===== src/rtl/av2_itx_pkg.sv =====
// Shared types and size rules for the inverse-transform scheduler.
// Holds the FSM encoding and the transform-size legality check.
package av2_itx_pkg;

    typedef enum logic [1:0] {
        S_IDLE  = 2'd0,
        S_ISSUE = 2'd1,
        S_WAIT  = 2'd2,
        S_DONE  = 2'd3
    } state_e;

    localparam logic [5:0] SZ_4  = 6'd3;
    localparam logic [5:0] SZ_8  = 6'd7;
    localparam logic [5:0] SZ_16 = 6'd15;
    localparam logic [5:0] SZ_32 = 6'd31;
    localparam logic [5:0] SZ_64 = 6'd63;

    localparam int unsigned ASPECT_MAX = 4;

    function automatic logic code_ok(input logic [5:0] c);
        return (c == SZ_4) || (c == SZ_8) || (c == SZ_16) ||
               (c == SZ_32) || (c == SZ_64);
    endfunction

    // Sizes arrive as dimension-1; compare real dimensions against the limits.
    function automatic logic size_legal(
        input logic [5:0]  w,
        input logic [5:0]  h,
        input int unsigned max_sz
    );
        int unsigned dw;
        int unsigned dh;
        int unsigned lo;
        int unsigned hi;
        dw = 32'(w) + 32'd1;
        dh = 32'(h) + 32'd1;
        lo = (dw < dh) ? dw : dh;
        hi = (dw < dh) ? dh : dw;
        return code_ok(w) && code_ok(h) &&
               (dw <= max_sz) && (dh <= max_sz) &&
               (hi <= lo * ASPECT_MAX);
    endfunction

endpackage


===== src/rtl/av2_itx_sched_arb.sv =====
// Two-way round-robin arbiter for the transform scheduler.
// prio_q names the port that wins a tie; it moves only on a grant.
module av2_rr_arbiter2 (
    input  logic       clk,
    input  logic       rst_n,
    input  logic       en_i,
    input  logic [1:0] valid_i,
    output logic [1:0] grant_o
);

    logic prio_q;
    logic prio_d;

    always_comb begin
        grant_o = 2'b00;
        if (en_i) begin
            if (valid_i == 2'b11) begin
                grant_o = prio_q ? 2'b10 : 2'b01;
            end else begin
                grant_o = valid_i;
            end
        end
    end

    always_comb begin
        prio_d = prio_q;
        if (grant_o[0]) begin
            prio_d = 1'b1;
        end else if (grant_o[1]) begin
            prio_d = 1'b0;
        end
    end

    always_ff @(posedge clk or negedge rst_n) begin
        if (!rst_n) begin
            prio_q <= 1'b0;
        end else begin
            prio_q <= prio_d;
        end
    end

endmodule


===== src/rtl/av2_itx_sched.sv =====
// Job sequencer for the shared inverse-transform datapath.
// Arbitrates two requesters, issues jobs, times out and reports completions.
module av2_itx_sched
    import av2_itx_pkg::*;
#(
    parameter int unsigned MAX_TX_SIZE    = 64,
    parameter int          TAG_W          = 8,
    parameter int          TIMEOUT_CYCLES = 1024
) (
    input  logic               clk,
    input  logic               rst_n,
    input  logic [1:0]         req_valid,
    output logic [1:0]         req_ready,
    input  logic [11:0]        req_tx_width,
    input  logic [11:0]        req_tx_height,
    input  logic [7:0]         req_tx_type,
    input  logic [2*TAG_W-1:0] req_tag,
    output logic               itx_start,
    output logic [5:0]         itx_tx_width,
    output logic [5:0]         itx_tx_height,
    output logic [3:0]         itx_tx_type,
    input  logic               itx_valid,
    output logic               itx_ready,
    output logic               done_valid,
    input  logic               done_ready,
    output logic               done_req_id,
    output logic [TAG_W-1:0]   done_tag,
    output logic               done_error,
    output logic               busy,
    output logic [7:0]         err_count
);

    localparam int CNT_W = (TIMEOUT_CYCLES > 1) ? $clog2(TIMEOUT_CYCLES) : 1;
    localparam logic [CNT_W-1:0] TO_LAST = CNT_W'(TIMEOUT_CYCLES - 1);

    state_e           state_q;
    logic             stale_q;
    logic [CNT_W-1:0] cnt_q;
    logic [CNT_W-1:0] cnt_d;
    logic [5:0]       w_q;
    logic [5:0]       h_q;
    logic [3:0]       type_q;
    logic [TAG_W-1:0] tag_q;
    logic             id_q;
    logic             err_q;
    logic [7:0]       errcnt_q;
    logic [7:0]       errcnt_d;

    logic             arb_en;
    logic [1:0]       grant;
    logic             accept;
    logic             gnt_id;
    logic [5:0]       sel_w;
    logic [5:0]       sel_h;
    logic [3:0]       sel_type;
    logic [TAG_W-1:0] sel_tag;
    logic             sel_legal;

    // Gate on rst_n so req_ready reads zero while reset is held.
    assign arb_en = rst_n && (state_q == S_IDLE) && !stale_q;

    av2_rr_arbiter2 u_arb (
        .clk     (clk),
        .rst_n   (rst_n),
        .en_i    (arb_en),
        .valid_i (req_valid),
        .grant_o (grant)
    );

    assign accept    = |grant;
    assign gnt_id    = grant[1];
    assign sel_w     = gnt_id ? req_tx_width[11:6]  : req_tx_width[5:0];
    assign sel_h     = gnt_id ? req_tx_height[11:6] : req_tx_height[5:0];
    assign sel_type  = gnt_id ? req_tx_type[7:4]    : req_tx_type[3:0];
    assign sel_tag   = gnt_id ? req_tag[2*TAG_W-1:TAG_W] : req_tag[TAG_W-1:0];
    assign sel_legal = size_legal(sel_w, sel_h, MAX_TX_SIZE);

    assign cnt_d    = cnt_q + CNT_W'(1);
    assign errcnt_d = (&errcnt_q) ? errcnt_q : errcnt_q + 8'd1;

    always_ff @(posedge clk or negedge rst_n) begin
        if (!rst_n) begin
            state_q  <= S_IDLE;
            stale_q  <= 1'b0;
            cnt_q    <= '0;
            w_q      <= '0;
            h_q      <= '0;
            type_q   <= '0;
            tag_q    <= '0;
            id_q     <= 1'b0;
            err_q    <= 1'b0;
            errcnt_q <= '0;
        end else begin
            // A late result after a timeout is swallowed here.
            if (stale_q && itx_valid) begin
                stale_q <= 1'b0;
            end
            unique case (state_q)
                S_IDLE: begin
                    if (accept) begin
                        w_q    <= sel_w;
                        h_q    <= sel_h;
                        type_q <= sel_type;
                        tag_q  <= sel_tag;
                        id_q   <= gnt_id;
                        if (sel_legal) begin
                            err_q   <= 1'b0;
                            state_q <= S_ISSUE;
                        end else begin
                            err_q    <= 1'b1;
                            errcnt_q <= errcnt_d;
                            state_q  <= S_DONE;
                        end
                    end
                end
                S_ISSUE: begin
                    cnt_q   <= '0;
                    state_q <= S_WAIT;
                end
                S_WAIT: begin
                    if (itx_valid) begin
                        err_q   <= 1'b0;
                        state_q <= S_DONE;
                    end else if (cnt_q == TO_LAST) begin
                        err_q    <= 1'b1;
                        errcnt_q <= errcnt_d;
                        stale_q  <= 1'b1;
                        state_q  <= S_DONE;
                    end else begin
                        cnt_q <= cnt_d;
                    end
                end
                S_DONE: begin
                    if (done_ready) begin
                        state_q <= S_IDLE;
                    end
                end
                default: state_q <= S_IDLE;
            endcase
        end
    end

    assign req_ready     = grant;
    assign itx_start     = (state_q == S_ISSUE);
    assign itx_ready     = (state_q == S_WAIT) || stale_q;
    assign itx_tx_width  = w_q;
    assign itx_tx_height = h_q;
    assign itx_tx_type   = type_q;
    assign done_valid    = (state_q == S_DONE);
    assign done_req_id   = id_q;
    assign done_tag      = tag_q;
    assign done_error    = err_q;
    assign busy          = (state_q != S_IDLE);
    assign err_count     = errcnt_q;

endmodule


===== config.mk =====
export PLATFORM = sky130hd
export DESIGN_NAME = av2_itx_sched
export DESIGN_NICKNAME = d
export VERILOG_FILES = /design/src/rtl/av2_itx_pkg.sv /design/src/rtl/av2_itx_sched_arb.sv /design/src/rtl/av2_itx_sched.sv
export SDC_FILE = /design/constraint.sdc
export NUM_CORES = 1
export LEC_CHECK = 0
export ABC_AREA = 1
export CELL_PAD_IN_SITES_DETAIL_PLACEMENT = 0
export CELL_PAD_IN_SITES_GLOBAL_PLACEMENT = 1
export CORE_UTILIZATION = 34
export DETAILED_ROUTE_END_ITERATION = 12
export PLACE_DENSITY = 0.86
export SLEW_MARGIN = 15
export SYNTH_ARGS = -nofsm -noshare
export SYNTH_HDL_FRONTEND = slang
export SYNTH_SLANG_ARGS = --single-unit
export TNS_END_PERCENT = 30

===== constraint.sdc =====
create_clock -name clk -period 4.99 [get_ports clk]
set_input_delay 0.499 -clock clk [delete_from_list [all_inputs] [get_ports clk]]
set_output_delay 0.499 -clock clk [all_outputs]
set_load 0.01 [all_outputs]

== Yosys cells after proc, flatten, opt, wreduce, memory -nomap -nowiden ==
Cells that the tools add are included.

* Register bits: 48
* Bits of input ports: 54
* Output and inout bits: 40
* Word-level logic and storage cells: 105

* Add/sub/neg operators: 4
* Order comparisons: 4
* Equal/unequal tests: 22
* Mux-type cells: 35
* Reductions and logical operators: 29

{| class="wikitable"
|+ Operators with widths
! kind !! count
|-
| $mux W8 || 6
|-
| $mux W10 || 2
|-
| $pmux W10 S2 || 1
|-
| $mux W2 || 8
|-
| $pmux W8 S2 || 1
|-
| $add A6 B1 Y7 const B || 2
|-
| $le A7 B7 Y1 const B || 2
|-
| $mux W7 || 2
|-
| $eq A6 B2 Y1 const B || 2
|-
| $eq A6 B3 Y1 const B || 2
|-
| $eq A6 B4 Y1 const B || 2
|-
| $eq A6 B5 Y1 const B || 2
|-
| $eq A6 B6 Y1 const B || 2
|-
| $mux W6 || 2
|-
| $add A10 B1 Y10 const B || 1
|-
| $eq A10 B10 Y1 const B || 1
|-
| $mux W1 || 10
|-
| $ne A2 B2 Y1 const B || 5
|-
| $le A7 B9 Y1 || 1
|-
| $logic_or A1 B1 Y1 || 9
|-
| $reduce_and A3 Y1 || 3
|-
| $add A8 B1 Y8 const B || 1
|-
| $pmux W2 S4 || 1
|-
| $reduce_and A8 Y1 || 1
|-
| 14 further kinds || 25
|}

== Depth between registers and ports, before layout ==
* Word-level depth: 17
* Mapped depth: 33
* Depth with buffers taken out: 32

== Hierarchy ==
A second synthesis with hierarchy kept.

* Cells, all modules: 454
* Area total of the unflattened synthesis: 3271.9 um2

{| class="wikitable"
|+ Modules (own cells, without submodules)
! module !! times used !! cells an instance !! area each (um2) !! sequential area each (um2)
|-
| av2_itx_sched || 1 || 442 || 3200.6 || 1176.1
|-
| av2_rr_arbiter2 || 1 || 12 || 71.3 || 25.0
|}

== Worst setup path after synthesis ==
No wires, ideal clock.

* Path kind: reg2reg
* From: register state_q[0]
* To: register errcnt_q[2], in the netlist err_count[2]
* Library setup time: 0.067 ns
* Data arrival time: 4.038 ns
* Data required time: 4.923 ns
* Path slack: 0.885 ns
* Cell stages (with the launch flop): 34
* Buffers on the path: 1
* Clock period less this slack: 4.105 ns
* Cell sequence: dfrtp_1 inv_1 ha_1 nand2_1 nor2_2 nand2_2 nand2_1 nand2_1 ha_1 or2_1 nand2_1 ha_1 a21oi_1 nand2_1 nand2_1 nand3_1 nand3_2 nand2_2 buf_2 nand2_1 o21ai_0 ha_1 nand2_1 inv_1 nand4_1 nor3_1 nor2_1 nand3_1 nand3_1 nand3_2 nand3_4 nand2_4 nand2_1 nand2_1

* Longest elaborated chain between the ends: 16
* Elaborated cells between the ends (all ways): 45
* Classes of those cells: add/sub: 2; order compare: 4; eq/ne: 15; mux: 6; reduce/logical: 18

{| class="wikitable"
|+ RTL lines
! item !! line !! text
|-
| start: declaration || av2_itx_sched.sv:36 || <nowiki>state_e state_q;</nowiki>
|-
| start signal: assignment || av2_itx_sched.sv:83 || <nowiki>state_q <= S_IDLE;</nowiki>
|-
| start signal: assignment || av2_itx_sched.sv:108 || <nowiki>state_q <= S_ISSUE;</nowiki>
|-
| start signal: assignment || av2_itx_sched.sv:112 || <nowiki>state_q <= S_DONE;</nowiki>
|-
| $logic_not A2 Y1 (*) || av2_itx_sched.sv:60 || <nowiki>assign arb_en = rst_n && (state_q == S_IDLE) && !stale_q;</nowiki>
|-
| $logic_and A1 B1 Y1 (*) (2 in series) || av2_itx_sched.sv:60 ||
|-
| $mux W2 (*) || av2_itx_sched_arb.sv:16 || <nowiki>if (en_i) begin</nowiki>
|-
| $mux W6 (*) || av2_itx_sched.sv:73 || <nowiki>assign sel_h = gnt_id ? req_tx_height[11:6] : req_tx_height[5:0];</nowiki>
|-
| net sel_h[0] || av2_itx_sched.sv:54 || <nowiki>logic [5:0] sel_h;</nowiki>
|-
| branches (longest 8 deep; another with $le A7 B9 Y1) || n/a ||
|-
| $logic_and A1 B1 Y1 (*) || av2_itx_pkg.sv:40 || <nowiki>(dw <= max_sz) && (dh <= max_sz) &&</nowiki>
|-
| $ne A2 B2 Y1 (no source line) (*) || n/a ||
|-
| $reduce_and A5 Y1 (no source line) (*) || n/a ||
|-
| end signal: assignment || av2_itx_sched.sv:111 || <nowiki>errcnt_q <= errcnt_d;</nowiki>
|-
| end signal: assignment || av2_itx_sched.sv:126 || <nowiki>errcnt_q <= errcnt_d;</nowiki>
|-
| end: declaration || av2_itx_sched.sv:46 || <nowiki>logic [7:0] errcnt_q;</nowiki>
|}

Mark *: on every way through the listed nets, which the timed path passes.
A chain may end at the register's enable or synchronous reset.

== Worst setup path in the final report ==
* From: register state_q[1]
* To: register errcnt_q[5], in the netlist err_count[5]

Same word-level chain as after synthesis.

==> results.tsv <==
metric	value	unit
crit_fanout	21	
dp_cells	666	
tritoncts	done	
diodes	0	
slowest_stage	dfrtp_1	
clk_latency	310	ps
yosysMostFrequentCell	nand2_1	
areaGrowthSynthToFinish	39.76	%
cp.required	5240	ps
synth_top_area_share	36.74	%
drive_gt1_share	8.577	%
antenna_found_initial	0	
cts_root_buffer	clkbuf_8	
via_per_inst	4.724	
die_w	100.1	um
fin_nets	621	
slowest_delay	430	ps
ys_top_cells_by_count	nand2_1, dfrtp_1, inv_1, o21ai_0, nor2_1	
ff_latch_area	1201	um2
rows	35	
clkPwrFrac	15.7	%
core	9284	um2
die-area	10010	um2
grt-ovfl-total	0	
cap_viol_max_count	0	
syn_area_per_cell	7.281	um2
die_y	100.1	um
async_reset_ff_share	100.0	%
synth_edf_count	0	
vias	3198	
first_iter_violations	83	
syn_area	3269	um2
cts_buffer_depth	2	
drcViolationCount	0	
dr.pass1.iters	4	
synth_flop_cell	dfrtp_1	
antenna_left	0	
tns	0	ps
ys_warn_count	0	
min_path_type	input pin to async pin	
drt_wl_total	8.809	mm
finalCritPeriodShare	90.92	%
combPwrFrac	56.4	%
ys_types	41	
synth_nets	523	
rsz0062_at_grt	false	
gp_congestion	0.8438	
synth_area_leader_cell	dfrtp_1	
io_buffers	93	
synth_area_leaders	dfrtp_1, nand2_1, ha_1	
grt_usage	18.44	%
grt_pass1_vias	3138	
syn_inst	449	
crit_path_frequent_cell	nand2_1	
io_pins	94	
status	complete, no violations	
seq_power_share	27.9	%
finalClockSkew	11.43	ps
h-tree-depth	2	
hold_viol	0	
p_switching	914.7	uW
fin_crit	4537	ps
cts-hold-fix-buffers	0	
max-slew-margin-rel	44.74	%
slew_violations	0	
p_leak	2.107	nW
cp.arrival	4790	ps
yosysSeqAreaShare	36.74	%
grt_max_degree	42	
avgRoutedWirePerCell	13.01	um
cts_buffers	5	
multi_input_area	1884	um2
fillers	924	
critPathLaunchType	register	
timing.rr.start	state_q[1]	
power_density	484.2	nW/um2
clk_pin_slew	100	ps
dp_hpwl	6.719	mm
worstMarginPinSlew	822.6	ps
clkSinkCount	48	
start_util	35.22	%
fmaxAchievable	220.4	MHz
setup_viol	0	
grt_pass1_wl	14.60	mm
ys_seq_elements	48	
crit_type	register to register	
intPower	1.298	mW
setup.worst_path.start	state_q[1]	
p_sw_share	41.34	%
peakVddDrop	0.0002089	V
cp-end-kind	register	
final_cells	677	
-- metrics by stage --
step                      worst slack, ps  hold WS [ps]  area, um2  total power [mW]  utilization (%)
after floorplan                     885.0         203.4       3269             1.327                -
after global placement              174.8         387.0       4343             1.814            46.78
after detailed placement            34.86         389.1       4343             1.830            46.78
after CTS                           228.5         55.16       4481             2.186            48.26
after global routing                5.082         44.06       4569             2.414            49.22
final                               453.0         63.43       4569             2.212            49.22
-- registers in the layout, indices dropped and copies added, names as in the netlist --
| name | count |
|---|---|
| itx_tx_type | 4 |
| u_arb.prio_q | 1 |
| cnt_q | 10 |
| done_req_id | 1 |
| stale_q | 1 |
| state_q | 2 |
| done_error | 1 |
| itx_tx_width | 6 |
| err_count | 8 |
| done_tag | 8 |
| itx_tx_height | 6 |
-- power groups by stage --
stage	registers (mW)	logic, mW	clock network [mW]
3_3_place_gp	0.624	1.19	0
5_1_grt	0.640	1.40	0.377
3_5_place_dp	0.624	1.21	0
4_1_cts	0.619	1.21	0.356
2_1_floorplan	0.671	0.656	0
6_report	0.618	1.25	0.348
-- placed cells by master, fill, tap and decap left out, drive strengths merged --
cell           count
ha                20
o211ai             1
a21oi             22
a31oi              3
o21ai             48
a221o              1
clkinv             1
a41oi              3
nor2              46
inv               49
dfrtp             48
clkdlybuf4s50     92
bufinv             2
xor2               9
nand4              4
xnor2              3
nand3             35
buf               11
or2                3
nor3               9
and3               1
o311ai             1
nor3b              2
nor4               1
clkbuf             5
o21bai             2
o31ai              1
nand2            125
-- timing repair --
item                       4_1_cts  5_1_grt
resized for setup                0       13
setup buffers                    0        3
setup endpoints to repair        0       10
-- cell type report --
type / instances / area share (%)
clock buffers: 5 / 1.506
well taps: 129 / 3.532
multi-input cells: 340 / 41.24
flip-flops and latches: 48 / 26.29
repair buffers: 103 / 21.91
inverters: 49 / 4.025
clock inverters: 3 / 1.506
-- final timing paths --
path	endpoint	slack [ps]	cells past startpoint
max reg2reg	err_count[5]	450	32
max	err_count[5]	450	32
max in group asynchronous	itx_tx_height[2]	4110	2
min in group clk	done_req_id	490	2
min reg2reg	done_req_id	490	2
min	cnt_q[5]	60	1
-- per-layer routing --
layer | track usage [%] | vias up | wire length, um
met5 | 0 | - | 0
met4 | 4.125 | 0 | 36
met3 | 4.735 | 2 | 555
met2 | 30.66 | 83 | 4014
met1 | 24.19 | 1455 | 4202
li1 | - | 1658 | -
-- worst max-delay path, delay by kind of cell, from the launching register on --
family                     cells  cell delay, ps
and+or+nand+nor               24            2610
AOI/OAI and AO/OA              2             230
adders and majority gates      4            1000
DFF                            1             430
buffers and inverters          2             220
-- cells by family (layout without fill, tap and decap cells) --
group	after synthesis	after routing	synth area share [%]
AND/OR/NAND/NOR	226	226	30.69
AO/OA/AOI/OAI	82	82	14.05
buffers and inverters	61	160	7.654
flip-flops	48	48	36.74
adder cells (fa/ha/maj)	20	20	7.654
XOR/XNOR	12	12	3.215
(Power assumes the default switching activity.)
==> patch: new RTL, config.mk and constraints unchanged <==
`TAG_W`: 8 -> 10.
--- a/src/rtl/av2_itx_sched.sv
+++ b/src/rtl/av2_itx_sched.sv
@@ -5,5 +5,5 @@
 #(
     parameter int unsigned MAX_TX_SIZE    = 64,
-    parameter int          TAG_W          = 8,
+    parameter int          TAG_W          = 10,
     parameter int          TIMEOUT_CYCLES = 1024
 ) (
Interface: changed (resized done_tag and req_tag); port bits go from 94 to 100. The function was not compared with the original's and may differ.
==> patch against the unedited design <==
Power is 0.93% higher. Largest cell class unchanged. Sequential cell count grew 2. Synthesized cell count grew 1.8%. Area after synthesis is 2.1% higher. Design area increased by 1.2%. Routed wire length increased by 7.1%. Count of clock-buffer cells in the layout grew 1. Setup slack improved by 15 ps.
==> patch: results (changes against the unedited design) <==
- Status: finished clean (unchanged)
- GPL Wtd Cong: 0.845 (was 0.844)
- Highest-delay cell along the critical path: clkdlybuf4s50_1 (was dfrtp_1)
- Synth Net Count: 535 (was 523)
- Layout cell share with drive strength beyond 1: 8.24% (was 8.58%)
- Worst Skew: 9.57 ps (was 11.4 ps)
- Slowest stage delay, CP: 490 ps (was 430 ps)
- Number of global-route vias before repair: 3270 (was 3138)
- Leak pwr: 2.12 nW (was 2.11 nW)
- R2r endpoint: err_count[2]$_DFFE_PN0P_ (was err_count[5]$_DFFE_PN0P_)
- NumNets Final: 635 (was 621)
- DP HPWL: 7290 um (was 6720 um)
- Area contributors post-synth: dfrtp_1 37%, nand2_1 14%, ha_1 7.5% (was dfrtp_1 37%, nand2_1 14%, ha_1 7.7%)
- Slew @ Worst Pin: 695 ps (was 823 ps)
- Peak VDD IR: 238 uV (was 209 uV)
- WP data arrival: 4770 ps (was 4790 ps)
- Via count: 3365 (was 3198)
- Filler cells: 942 (was 924)
- Post-synth top cells: 121 x nand2_1, 50 x dfrtp_1, 49 x inv_1 (was 118 x nand2_1, 48 x dfrtp_1, 47 x inv_1)
- Root Driver: clkbuf_8 (unchanged)
- DR iter-0 viols: 106 (was 83)
- Reg2reg path depth: 30 (was 32)
- N_diodes: 0 (unchanged)
- Final WL: 9440 um (was 8810 um)
- Sequential-to-total area share from yosys stat: 37.5% (was 36.7%)
- Min Hold Slack: 376 ps (was 63.4 ps)
-- patch: changes by cell type in the layout (fill, tap and decap cells not counted), moves of 3 or more --
cell and delta:
a21oi_1 +4, clkdlybuf4s50_1 +6, nand2_1 +3, nor2_1 -3, o21ai_0 +4
-- patch: power groups by stage --
stage | registers (W) | logic, W | clock network [W]
4_1_cts | 0.000654 | 0.00125 | 0.000304
5_1_grt | 0.000676 | 0.00144 | 0.000319
2_1_floorplan | 0.000706 | 0.000670 | 0
3_5_place_dp | 0.000657 | 0.00124 | 0
3_3_place_gp | 0.000654 | 0.00123 | 0
6_report | 0.000654 | 0.00128 | 0.000298
-- patch: kinds of logic after synthesis --
logic type,count (synthesis),synth area share (%)
xor gates and xnor gates,9,2.36
adders and majority gates,20,7.50
AOI/OAI and AO/OA,93,15.9
and+or+nand+nor,219,28.9
DFF,50,37.5
buffers and inverters,66,7.87
-- patch: per-stage QoR --
stage          cell area, sq um  cells
2_1_floorplan              3340    457
3_3_place_gp               4470    677
3_5_place_dp               4470    677
4_1_cts                    4580    685
5_1_grt                    4620    687
6_report                   4620    687
-- patch: layer usage --
| layer | vias to the layer above | routed length (um) | global-route usage, % |
|---|---|---|---|
| li1 | 1694 | - | - |
| met4 | 0 | 113 | 2.34 |
| met3 | 13 | 530 | 4.51 |
| met1 | 1566 | 4260 | 25.5 |
| met2 | 92 | 4540 | 33.0 |
| met5 | - | 0 | 0 |
-- patch: final cells by class --
class                      instances  share of cell area (%)
multi-input combinational        341                    40.1
sequential                        50                    27.1
timing repair buffer             108                    22.8
inverter                          51                    4.14
tap                              129                    3.49
clock buffer                       6                    1.57
clock inverter                     2                   0.812
-- patch: worst max-delay path, delay by kind of cell --
family / cells / cell delay [ps]
simple gates: 19 / 2090
fa+ha+maj: 3 / 820
compound gates: 4 / 740
buf+inv: 3 / 610
-- patch: worst max-delay path by stage --
stage	from	to	slack (ps)
2_1_floorplan	state_q[0]$_DFFE_PN0P_	err_count[6]$_DFFE_PN0P_	710
3_3_place_gp	req_valid[1]	err_count[2]$_DFFE_PN0P_	220
3_5_place_dp	req_valid[1]	err_count[5]$_DFFE_PN0P_	60
4_1_cts	state_q[0]$_DFFE_PN0P_	err_count[5]$_DFFE_PN0P_	30
5_1_grt	req_valid[1]	err_count[4]$_DFFE_PN0P_	40
6_report	req_valid[1]	err_count[2]$_DFFE_PN0P_	470
-- patch: timing repair --
| item | in CTS | in global routing |
|---|---|---|
| gates resized for setup | 0 | 8 |
| endpoints found under the setup margin | 0 | 10 |
| setup buffers | 0 | 2 |
| endpoints found under the hold margin | 0 | 0 |
